<file path="config.mk">
export PLATFORM = sky130hd
export DESIGN_NAME = ps2_zx_keyboard
export DESIGN_NICKNAME = d
export VERILOG_FILES = /design/src/rtl/ps2_zx_keyboard.sv
export SDC_FILE = /design/constraint.sdc
export NUM_CORES = 1
export LEC_CHECK = 0
export CELL_PAD_IN_SITES_DETAIL_PLACEMENT = 1
export CELL_PAD_IN_SITES_GLOBAL_PLACEMENT = 2
export CORE_MARGIN = 8
export CORE_UTILIZATION = 39
export DETAILED_ROUTE_END_ITERATION = 8
export GPL_TIMING_DRIVEN = 0
export PLACE_DENSITY = 0.82
export RECOVER_POWER = 25
export SLEW_MARGIN = 30
export SYNTH_ARGS = -nofsm -noshare
export SYNTH_HDL_FRONTEND = slang
export SYNTH_SLANG_ARGS = --single-unit
</file>
<file path="constraint.sdc">
create_clock -name clk_sys -period 5.6 [get_ports clk_sys]
set_input_delay 1.4 -clock clk_sys [delete_from_list [all_inputs] [get_ports clk_sys]]
set_output_delay 1.4 -clock clk_sys [all_outputs]
set_load 0.005 [all_outputs]
</file>
<file path="src/rtl/ps2_zx_keyboard.sv">
// PS/2 set-2 keyboard to ZX Spectrum 8x5 key matrix, F-keys and modifiers.
// Ports: clk_sys, reset (async, high), ps2_kbd_clk/ps2_kbd_data (async PS/2),
//   addr (row select on [15:8], active-low), key_data (active-low columns),
//   Fn[11:1] (held F-keys), mod (Ctrl, Alt, GUI held).
module ps2_zx_keyboard #(
  parameter int FILTER_LEN = 8,
  parameter int TIMEOUT    = 65535
) (
  input  logic        clk_sys,
  input  logic        reset,
  input  logic        ps2_kbd_clk,
  input  logic        ps2_kbd_data,
  input  logic [15:0] addr,
  output logic [4:0]  key_data,
  output logic [11:1] Fn,
  output logic [2:0]  mod
);

  localparam int FW = $clog2(FILTER_LEN + 1);
  localparam int TW = $clog2(TIMEOUT + 1);
  // held bits: 0..39 matrix (row*5+col), 40..44 compound keys,
  // 45..55 F1..F11, 56..61 LCtrl RCtrl LAlt RAlt LGui RGui
  localparam int NK = 62;

  typedef enum logic [1:0] {
    S_IDLE,
    S_SHIFT,
    S_CHECK
  } state_t;

  logic [1:0]    r_clk_s;
  logic [1:0]    r_dat_s;
  logic          r_fclk;
  logic [FW-1:0] r_fcnt;
  logic          r_strobe;
  logic          r_sdat;

  state_t        r_state;
  logic [3:0]    r_bitcnt;
  logic [9:0]    r_shift;
  logic [TW-1:0] r_tmo;
  logic          r_bv;
  logic [7:0]    r_code;

  logic          r_ext;
  logic          r_brk;
  logic [NK-1:0] r_held;

  logic          w_frame_ok;
  logic          w_hit;
  logic [5:0]    w_idx;
  logic          w_ign;
  logic [39:0]   w_mat;
  logic [4:0]    w_col;
  logic          w_unused_addr;

  assign w_unused_addr = ^addr[7:0];

  // 2-FF synchronisers; lines idle high
  always_ff @(posedge clk_sys or posedge reset) begin
    if (reset) begin
      r_clk_s <= 2'b11;
      r_dat_s <= 2'b11;
    end else begin
      r_clk_s <= {r_clk_s[0], ps2_kbd_clk};
      r_dat_s <= {r_dat_s[0], ps2_kbd_data};
    end
  end

  // Clock filter: level flips only after FILTER_LEN differing samples
  // in a row; a 1->0 flip is a bit strobe and captures the data line.
  always_ff @(posedge clk_sys or posedge reset) begin
    if (reset) begin
      r_fclk   <= 1'b1;
      r_fcnt   <= '0;
      r_strobe <= 1'b0;
      r_sdat   <= 1'b1;
    end else begin
      r_strobe <= 1'b0;
      if (r_clk_s[1] == r_fclk) begin
        r_fcnt <= '0;
      end else if (r_fcnt == FW'(FILTER_LEN - 1)) begin
        r_fclk   <= r_clk_s[1];
        r_fcnt   <= '0;
        r_strobe <= r_fclk;
        r_sdat   <= r_dat_s[1];
      end else begin
        r_fcnt <= r_fcnt + 1'b1;
      end
    end
  end

  // r_shift after 10 strobes: [9] stop, [8] parity, [7:0] data
  assign w_frame_ok = (^r_shift[8:0]) & r_shift[9];

  always_ff @(posedge clk_sys or posedge reset) begin
    if (reset) begin
      r_state  <= S_IDLE;
      r_bitcnt <= '0;
      r_shift  <= '0;
      r_tmo    <= '0;
      r_bv     <= 1'b0;
      r_code   <= '0;
    end else begin
      r_bv <= 1'b0;
      case (r_state)
        S_IDLE: begin
          if (r_strobe && !r_sdat) begin
            r_state  <= S_SHIFT;
            r_bitcnt <= '0;
            r_tmo    <= '0;
          end
        end
        S_SHIFT: begin
          if (r_strobe) begin
            r_shift <= {r_sdat, r_shift[9:1]};
            r_tmo   <= '0;
            if (r_bitcnt == 4'd9) begin
              r_state <= S_CHECK;
            end else begin
              r_bitcnt <= r_bitcnt + 1'b1;
            end
          end else if (r_tmo == TW'(TIMEOUT)) begin
            r_state <= S_IDLE;
          end else begin
            r_tmo <= r_tmo + 1'b1;
          end
        end
        S_CHECK: begin
          r_bv    <= w_frame_ok;
          r_code  <= r_shift[7:0];
          r_state <= S_IDLE;
        end
        default: r_state <= S_IDLE;
      endcase
    end
  end

  // Scancode to held-bit index; top bit of the key is the E0 flag
  always_comb begin
    w_hit = 1'b1;
    w_idx = '0;
    case ({r_ext, r_code})
      9'h012: w_idx = 6'd0;
      9'h01A: w_idx = 6'd1;
      9'h022: w_idx = 6'd2;
      9'h021: w_idx = 6'd3;
      9'h02A: w_idx = 6'd4;
      9'h01C: w_idx = 6'd5;
      9'h01B: w_idx = 6'd6;
      9'h023: w_idx = 6'd7;
      9'h02B: w_idx = 6'd8;
      9'h034: w_idx = 6'd9;
      9'h015: w_idx = 6'd10;
      9'h01D: w_idx = 6'd11;
      9'h024: w_idx = 6'd12;
      9'h02D: w_idx = 6'd13;
      9'h02C: w_idx = 6'd14;
      9'h016: w_idx = 6'd15;
      9'h01E: w_idx = 6'd16;
      9'h026: w_idx = 6'd17;
      9'h025: w_idx = 6'd18;
      9'h02E: w_idx = 6'd19;
      9'h045: w_idx = 6'd20;
      9'h046: w_idx = 6'd21;
      9'h03E: w_idx = 6'd22;
      9'h03D: w_idx = 6'd23;
      9'h036: w_idx = 6'd24;
      9'h04D: w_idx = 6'd25;
      9'h044: w_idx = 6'd26;
      9'h043: w_idx = 6'd27;
      9'h03C: w_idx = 6'd28;
      9'h035: w_idx = 6'd29;
      9'h05A: w_idx = 6'd30;
      9'h04B: w_idx = 6'd31;
      9'h042: w_idx = 6'd32;
      9'h03B: w_idx = 6'd33;
      9'h033: w_idx = 6'd34;
      9'h029: w_idx = 6'd35;
      9'h059: w_idx = 6'd36;
      9'h03A: w_idx = 6'd37;
      9'h031: w_idx = 6'd38;
      9'h032: w_idx = 6'd39;
      9'h066: w_idx = 6'd40;
      9'h16B: w_idx = 6'd41;
      9'h174: w_idx = 6'd42;
      9'h175: w_idx = 6'd43;
      9'h172: w_idx = 6'd44;
      9'h005: w_idx = 6'd45;
      9'h006: w_idx = 6'd46;
      9'h004: w_idx = 6'd47;
      9'h00C: w_idx = 6'd48;
      9'h003: w_idx = 6'd49;
      9'h00B: w_idx = 6'd50;
      9'h083: w_idx = 6'd51;
      9'h00A: w_idx = 6'd52;
      9'h001: w_idx = 6'd53;
      9'h009: w_idx = 6'd54;
      9'h078: w_idx = 6'd55;
      9'h014: w_idx = 6'd56;
      9'h114: w_idx = 6'd57;
      9'h011: w_idx = 6'd58;
      9'h111: w_idx = 6'd59;
      9'h11F: w_idx = 6'd60;
      9'h127: w_idx = 6'd61;
      default: w_hit = 1'b0;
    endcase
  end

  // keyboard status replies, only dropped when no prefix is pending
  assign w_ign = r_code inside {8'hAA, 8'hFA, 8'hEE, 8'hFE, 8'hFF};

  always_ff @(posedge clk_sys or posedge reset) begin
    if (reset) begin
      r_ext  <= 1'b0;
      r_brk  <= 1'b0;
      r_held <= '0;
    end else if (r_bv) begin
      if (r_code == 8'hE0) begin
        r_ext <= 1'b1;
      end else if (r_code == 8'hF0) begin
        r_brk <= 1'b1;
      end else if (r_code == 8'hE1) begin
        r_ext <= r_ext;
      end else if (!r_ext && !r_brk && w_ign) begin
        r_ext <= r_ext;
      end else begin
        for (int i = 0; i < NK; i++) begin
          if (w_hit && w_idx == 6'(i)) begin
            r_held[i] <= ~r_brk;
          end
        end
        r_ext <= 1'b0;
        r_brk <= 1'b0;
      end
    end
  end

  // Compound keys OR into CapsShift and their digit so each source
  // releases independently.
  always_comb begin
    w_mat     = r_held[39:0];
    w_mat[0]  = r_held[0] | (|r_held[44:40]);
    w_mat[20] = r_held[20] | r_held[40];
    w_mat[19] = r_held[19] | r_held[41];
    w_mat[22] = r_held[22] | r_held[42];
    w_mat[23] = r_held[23] | r_held[43];
    w_mat[24] = r_held[24] | r_held[44];
    w_col = '0;
    for (int r = 0; r < 8; r++) begin
      for (int c = 0; c < 5; c++) begin
        if (!addr[8+r]) begin
          w_col[c] = w_col[c] | w_mat[r*5+c];
        end
      end
    end
  end

  assign key_data = ~w_col;
  assign Fn       = r_held[55:45];
  assign mod      = {r_held[61] | r_held[60],
                     r_held[59] | r_held[58],
                     r_held[57] | r_held[56]};

endmodule

</file>
# After elaboration in Yosys (flattened, before gate mapping)
# Cells that the tools add are included.
[word_totals]
ff_bits = 116
input_bits = 20
out_inout_bits = 19
wordCells = 488
[op_classes]
n_addsub = 3
eq_ne = 148
n_mux = 65
bitwise = 52
n_reduce_logical = 144
[ops]
columns = ["operator", "n"]
rows = [
  ["$reduce_and A6 Y1", 62],
  ["$pmux W6 S61", 1],
  ["$eq A9 B6 Y1 const B", 23],
  ["$eq A6 B6 Y1 const B", 30],
  ["$eq A9 B7 Y1 const B", 11],
  ["$eq A6 B5 Y1 const B", 16],
  ["$eq A9 B5 Y1 const B", 10],
  ["$eq A9 B9 Y1 const B", 8],
  ["$logic_and A1 B1 Y1", 65],
  ["$eq A8 B8 Y1 const B", 8],
  ["$reduce_or A62 Y1", 1],
  ["$mux W1", 49],
  ["$eq A6 B4 Y1 const B", 8],
  ["$mux W16", 3],
  ["$or A1 B1 Y1", 44],
  ["$eq A9 B4 Y1 const B", 4],
  ["$pmux W16 S2", 1],
  ["$eq A9 B3 Y1 const B", 3],
  ["$eq A6 B3 Y1 const B", 4],
  ["$mux W4", 5],
  ["$add A16 B1 Y16 const B", 1],
  ["$eq A16 B16 Y1 const B", 1],
  ["$ne A2 B2 Y1 const B", 8],
  ["$eq A6 B2 Y1 const B", 2],
  ["27 further kinds", 44],
]

# Depth between registers and ports, before layout
# Gate-level depths: netlist of run 1.
[logic_depth]
depth_word = 18
mapped_depth = 12
depth_no_buf = 8

# Worst setup path before layout of run 1
# Ideal clock, no wire load.
[synth_timing]
path_type = "input -> output"
start = "input port addr[14]"
end = "output port key_data[0]"
arrival_ps = 2077
t_required_ps = 4200
setup_slack_ps = 2123
path_stages = 4
path_buffers = 0
cell_sequence = "inv_1 o2bb2ai_1 a221o_1 nor4_1"
[synth_between]
elab_chain_cells = 4
[synth_lines]
columns = ["item", "line_no", "source"]
rows = [
  ["from (decl)", "13", "input logic [15:0] addr,"],
  ["$mux W1 *", "252", "if (!addr[8+r]) begin"],
  ["$or A1 B1 Y1", "253", "w_col[c] = w_col[c] | w_mat[r*5+c];"],
  ["$mux W1 *", "252", ""],
  ["$not A5 Y5 *", "259", "assign key_data = ~w_col;"],
  ["to (decl)", "14", "output logic [4:0] key_data,"],
]
# Mark *: on every way between the ends. The rest lies on a longest branch, timed or not.

# Worst setup path in the final report of run 1
[layout_timing]
start = "input port addr[8]"
end = "output port key_data[2]"
[layout_between]
elab_chain_cells = 16
[layout_lines]
columns = ["item", "line_no"]
rows = [
  ["$mux W1 *", "252"],
  ["$or A1 B1 Y1", "253"],
  ["$mux W1 *", "252"],
  ["$or A1 B1 Y1", "253"],
  ["$mux W1 *", "252"],
  ["$or A1 B1 Y1", "253"],
  ["$mux W1 *", "252"],
  ["$or A1 B1 Y1", "253"],
  ["$mux W1 *", "252"],
  ["$or A1 B1 Y1", "253"],
  ["$mux W1 *", "252"],
  ["$or A1 B1 Y1", "253"],
  ["$mux W1 *", "252"],
  ["$or A1 B1 Y1", "253"],
  ["$mux W1 *", "252"],
  ["$not A5 Y5 *", "259"],
]
# Marked as above.

==> run_summary.xml, run 1 <==
<?xml version="1.0" encoding="UTF-8"?>
<metrics>
  <group name="status">
    <metric name="status" unit="">complete, but fails checks</metric>
    <metric name="violations" unit="">max-capacitance violations, max-slew violations</metric>
  </group>
  <group name="job">
    <metric name="drv.max_cap_violation_count" unit="">1</metric>
  </group>
  <group name="clock_network">
    <metric name="insertion_delay" unit="ns">0.41</metric>
    <metric name="cts_max_path_buffers" unit="">2</metric>
    <metric name="clockRootBuffer" unit="">sky130_fd_sc_hd__clkbuf_16</metric>
    <metric name="cts_tree" unit="">built</metric>
    <metric name="htree_levels" unit="">4</metric>
    <metric name="cts_sinks" unit="">116</metric>
    <metric name="cts-hold-fix-buffers" unit="">0</metric>
    <metric name="postCtsResizedCells" unit="">0</metric>
    <metric name="cts.clk_slew.worst_paths" unit="ns">0.06</metric>
    <metric name="numCtsBuffers" unit="">17</metric>
    <metric name="post-cts-setup-buffer-count" unit="">0</metric>
  </group>
  <group name="routing">
    <metric name="postRouteWirelength" unit="um">22800</metric>
    <metric name="drt.antenna.violating_nets" unit="">0</metric>
    <metric name="avgViaCountPerCell" unit="">5.93</metric>
    <metric name="detail_route.drc_violations" unit="">0</metric>
    <metric name="initialDrtViolationCount" unit="">428</metric>
    <metric name="final_routed_wire_length_divided_by_cell_count" unit="um">22.1</metric>
    <metric name="drt_pre_antenna_iters" unit="">7</metric>
    <metric name="routed-via-count" unit="">6123</metric>
  </group>
  <group name="grt">
    <metric name="global_route.overflow_total" unit="">0</metric>
    <metric name="initial_antenna_violation_count" unit="">0</metric>
    <metric name="grt_first_pass_wirelength" unit="um">37200</metric>
    <metric name="global_route.usage.total" unit="%">21.2</metric>
    <metric name="grt_pass1_vias" unit="">6619</metric>
    <metric name="pin_count_of_the_biggest_net_entering_global_routing" unit="">84</metric>
  </group>
  <group name="floorplan">
    <metric name="io-pin-count" unit="">39</metric>
    <metric name="die_x" unit="um">150</metric>
    <metric name="core-area" unit="um2">17800</metric>
    <metric name="initial_core_util" unit="%">39.3</metric>
    <metric name="fp-row-count" unit="">49</metric>
    <metric name="area_of_the_die" unit="um2">22500</metric>
    <metric name="die_h" unit="um">150</metric>
  </group>
  <group name="place">
    <metric name="place_area" unit="um2">7610</metric>
    <metric name="dp.cells" unit="">1000</metric>
    <metric name="io_buffer_count" unit="">30</metric>
    <metric name="globalplace.congestion" unit="">0.931</metric>
    <metric name="dp_hpwl" unit="um">16700</metric>
    <metric name="placement.setup.worst_slack" unit="ns">0.990</metric>
  </group>
  <group name="synth">
    <metric name="synth_cell_types" unit="">83</metric>
    <metric name="postSynthNetCount" unit="">764</metric>
    <metric name="seq_area_frac_synth" unit="%">41.6</metric>
    <metric name="async_flop_share" unit="%">100</metric>
    <metric name="dominantRegCellSynth" unit="">sky130_fd_sc_hd__dfrtp_1</metric>
    <metric name="synthCells" unit="">740</metric>
    <metric name="synth_top_cell_area_share" unit="%">39.4</metric>
    <metric name="synth_warnings" unit="">0</metric>
    <metric name="netlist_top_cells_area" unit="">sky130_fd_sc_hd__dfrtp_1 39%, sky130_fd_sc_hd__mux2_2 3.4%, sky130_fd_sc_hd__a21oi_1 3.2%, sky130_fd_sc_hd__mux2i_1 2.9%, sky130_fd_sc_hd__nor2_1 2.7%</metric>
    <metric name="post_synth_instance_area" unit="um2">6990</metric>
    <metric name="library_cell_with_the_largest_summed_area_after_synthesis" unit="">sky130_fd_sc_hd__dfrtp_1</metric>
    <metric name="synth-edff-count" unit="">0</metric>
    <metric name="flop_and_latch_count_out_of_synthesis" unit="">116</metric>
    <metric name="post_synth.cell_area_avg" unit="um2">9.45</metric>
  </group>
  <group name="critical_path">
    <metric name="critPathLaunchType" unit="">primary input</metric>
    <metric name="arrival" unit="ns">3.24</metric>
    <metric name="largest_driver_fanout_on_the_critical_path" unit="">4</metric>
    <metric name="worst_setup_path_end_kind" unit="">primary output</metric>
    <metric name="cp_slowest_stage_delay" unit="ns">0.58</metric>
    <metric name="timing.critical_path.slowest_stage_cell" unit="">sky130_fd_sc_hd__clkdlybuf4s50_1</metric>
    <metric name="worstPathCellList" unit="">clkdlybuf4s50_1 &gt; inv_1 &gt; a22o_1 &gt; a221oi_1 &gt; o211a_1 &gt; clkdlybuf4s50_1</metric>
    <metric name="critPathMostFrequentCell" unit="">sky130_fd_sc_hd__clkdlybuf4s50_1</metric>
    <metric name="worst_ep_required_time" unit="ns">4.20</metric>
    <metric name="path_class" unit="">in2out</metric>
  </group>
  <group name="layout">
    <metric name="area_growth_syn_to_layout" unit="%">17.6</metric>
    <metric name="design.final.nets" unit="">814</metric>
    <metric name="final_design_area_no_fill" unit="um2">8220</metric>
    <metric name="post_route_cells_drive_above_1_share" unit="%">15.9</metric>
    <metric name="antenna-diode-count" unit="">0</metric>
    <metric name="layout.cells.most_common_list" unit="">110 x sky130_fd_sc_hd__dfrtp_1, 50 x sky130_fd_sc_hd__nor2_1, 45 x sky130_fd_sc_hd__a21oi_1</metric>
    <metric name="finalCoreUtilization" unit="%">46.2</metric>
    <metric name="n_fill_cell" unit="">2050</metric>
    <metric name="finish.cell_count_without_fillers" unit="">1032</metric>
    <metric name="final_common_cell" unit="">sky130_fd_sc_hd__dfrtp_1</metric>
  </group>
  <group name="power_and_ir_drop">
    <metric name="vdd.ir_drop.worst" unit="mV">0.197</metric>
    <metric name="power_report.internal_total" unit="mW">1.60</metric>
    <metric name="totalPowerFinal" unit="mW">2.09</metric>
    <metric name="netSwitchingPower" unit="mW">0.488</metric>
    <metric name="power.share.switching" unit="%">23.3</metric>
    <metric name="power.share.clock" unit="%">54.8</metric>
    <metric name="total_leakage_power" unit="nW">3.54</metric>
    <metric name="comb_power_share" unit="%">3.3</metric>
    <metric name="pwr-share-seq" unit="%">41.9</metric>
    <metric name="power-per-cell-area" unit="nW/um2">254</metric>
  </group>
  <group name="timing">
    <metric name="fin_skew" unit="ns">0.0105</metric>
    <metric name="slew_viol_final" unit="">1</metric>
    <metric name="max_slew_margin" unit="%">-0.309</metric>
    <metric name="timing_worst_slew_pin_value" unit="ns">1.50</metric>
    <metric name="setup_viol_count_final" unit="">0</metric>
    <metric name="fin_crit_sh" unit="%">82.8</metric>
    <metric name="timing_hold_violations_final" unit="">0</metric>
    <metric name="finalSetupTns" unit="ns">0</metric>
    <metric name="setup_ws" unit="ns">0.963</metric>
    <metric name="grt_setup_unrepaired" unit="">no</metric>
    <metric name="hold-worst-slack" unit="ns">0.360</metric>
    <metric name="finalCriticalPeriod" unit="ns">4.64</metric>
    <metric name="timing.fmax" unit="MHz">216</metric>
  </group>
  <group name="hold_path">
    <metric name="hp-class" unit="">reg2reg</metric>
  </group>
</metrics>
-- final timing paths --
check	end	from	slack, ns	depth (start not counted)
max	key_data[2]	addr[8]	0.96	6
min	r_clk_s[1]	r_clk_s[0]	0.36	0
max reg2reg	r_held[13]	r_code[1]	1.69	11
min reg2reg	r_clk_s[1]	r_clk_s[0]	0.36	0
max in group asynchronous	r_held[17]	reset	2.83	3
min in group asynchronous	r_held[59]	reset	1.79	2
-- Yosys cell counts (7+ instances only) --
| cell type | number |
|---|---|
| sky130_fd_sc_hd__mux2_2 | 21 |
| sky130_fd_sc_hd__o31ai_1 | 18 |
| sky130_fd_sc_hd__dfrtp_1 | 110 |
| sky130_fd_sc_hd__mux2i_1 | 20 |
| sky130_fd_sc_hd__nor4_1 | 21 |
| sky130_fd_sc_hd__a21oi_1 | 45 |
| sky130_fd_sc_hd__nor3b_1 | 7 |
| sky130_fd_sc_hd__nor2_1 | 50 |
| sky130_fd_sc_hd__nand4_1 | 12 |
| sky130_fd_sc_hd__a31oi_1 | 28 |
| sky130_fd_sc_hd__nor3_1 | 17 |
| sky130_fd_sc_hd__inv_1 | 42 |
| sky130_fd_sc_hd__nor2b_1 | 14 |
| sky130_fd_sc_hd__nor4b_1 | 8 |
| sky130_fd_sc_hd__or3_1 | 8 |
| sky130_fd_sc_hd__nand2b_1 | 18 |
| sky130_fd_sc_hd__o21ai_0 | 30 |
| sky130_fd_sc_hd__xor2_1 | 7 |
| sky130_fd_sc_hd__clkbuf_1 | 22 |
| sky130_fd_sc_hd__nand3_1 | 13 |
| sky130_fd_sc_hd__xnor2_1 | 21 |
| sky130_fd_sc_hd__buf_4 | 17 |
| sky130_fd_sc_hd__o22ai_1 | 8 |
| sky130_fd_sc_hd__buf_2 | 15 |
| sky130_fd_sc_hd__nand2_1 | 41 |
-- layer usage --
layer | vias to the layer above | GRT usage [%] | share of wire [%]
met4 | 0 | 7.95 | 2.8
met2 | 173 | 36.5 | 50
met5 | - | 0 | 0
li1 | 2814 | - | -
met1 | 3091 | 26.3 | 43
met3 | 45 | 3.27 | 4.2
-- power by group through the flow --
stage | logic [mW] | clock network (mW) | registers (mW)
floorplan | 0.0451 | 0 | 0.887
global placement | 0.0634 | 0 | 0.889
detailed placement | 0.0708 | 0 | 0.892
CTS | 0.0720 | 1.17 | 0.877
global route | 0.0802 | 1.20 | 0.880
finish | 0.0689 | 1.15 | 0.876
-- worst max-delay path: cells and delay by family --
family	cells	cell delay (ns)
AO/OA/AOI/OAI	3	0.67
buffers and inverters	3	1.17
-- final cells by class --
class | instances | area (um2) | area share [%]
Multi-Input combinational cell | 521 | 3580 | 43.6
Sequential cell | 116 | 2910 | 35.4
Clock buffer | 17 | 425 | 5.17
Buffer | 61 | 337 | 4.09
Timing Repair Buffer | 31 | 328 | 3.99
Tap cell | 229 | 287 | 3.49
Clock inverter | 15 | 195 | 2.37
Inverter | 42 | 159 | 1.93
-- state kept, by name (all words and copies together) (netlist names) --
signal,cells
r_bv,1
r_shift,10
r_sdat,1
r_fcnt,4
r_code,8
r_held,62
r_dat_s,2
r_strobe,1
r_tmo,16
r_clk_s,2
r_state,2
r_ext,1
r_bitcnt,4
r_brk,1
r_fclk,1
-- kinds of logic after synthesis --
logic type,share of synthesized area (%)
fa+ha+maj,0.859
buf+inv,7.17
mux,6.24
flops,41.6
simple gates,23.6
compound gates,17.0
xor+xnor,3.51
Note: power is estimated with default switching activity, not from simulation.
==> run 2, diff against run 1 <==
clock period = 4.78 ns   (was 5.6 ns; I/O delays follow)
==> results of run 2 <==
Same layout as run 1 (identical final DEF). Status: complete, but fails checks: max-capacitance violations, max-slew violations.
Main changes from that run: setup slack after placement 0.990 ns -> 0.580 ns; setup slack after layout 0.963 ns -> 0.553 ns; register-to-register setup slack 1.69 ns -> 0.87 ns; total power 2.09 mW -> 2.45 mW; worst IR drop on VDD 0.197 mV -> 0.231 mV
==> run 3, diff against run 2 <==
CTS_CLUSTER_DIAMETER = 40   (was not set)
==> results of run 3 <==
Same layout as run 1 (identical final DEF). Status: complete, but fails checks: max-capacitance violations, max-slew violations.
Main changes from that run: setup slack after placement 0.990 ns -> 0.580 ns; setup slack after layout 0.963 ns -> 0.553 ns; register-to-register setup slack 1.69 ns -> 0.87 ns; total power 2.09 mW -> 2.45 mW; worst IR drop on VDD 0.197 mV -> 0.231 mV
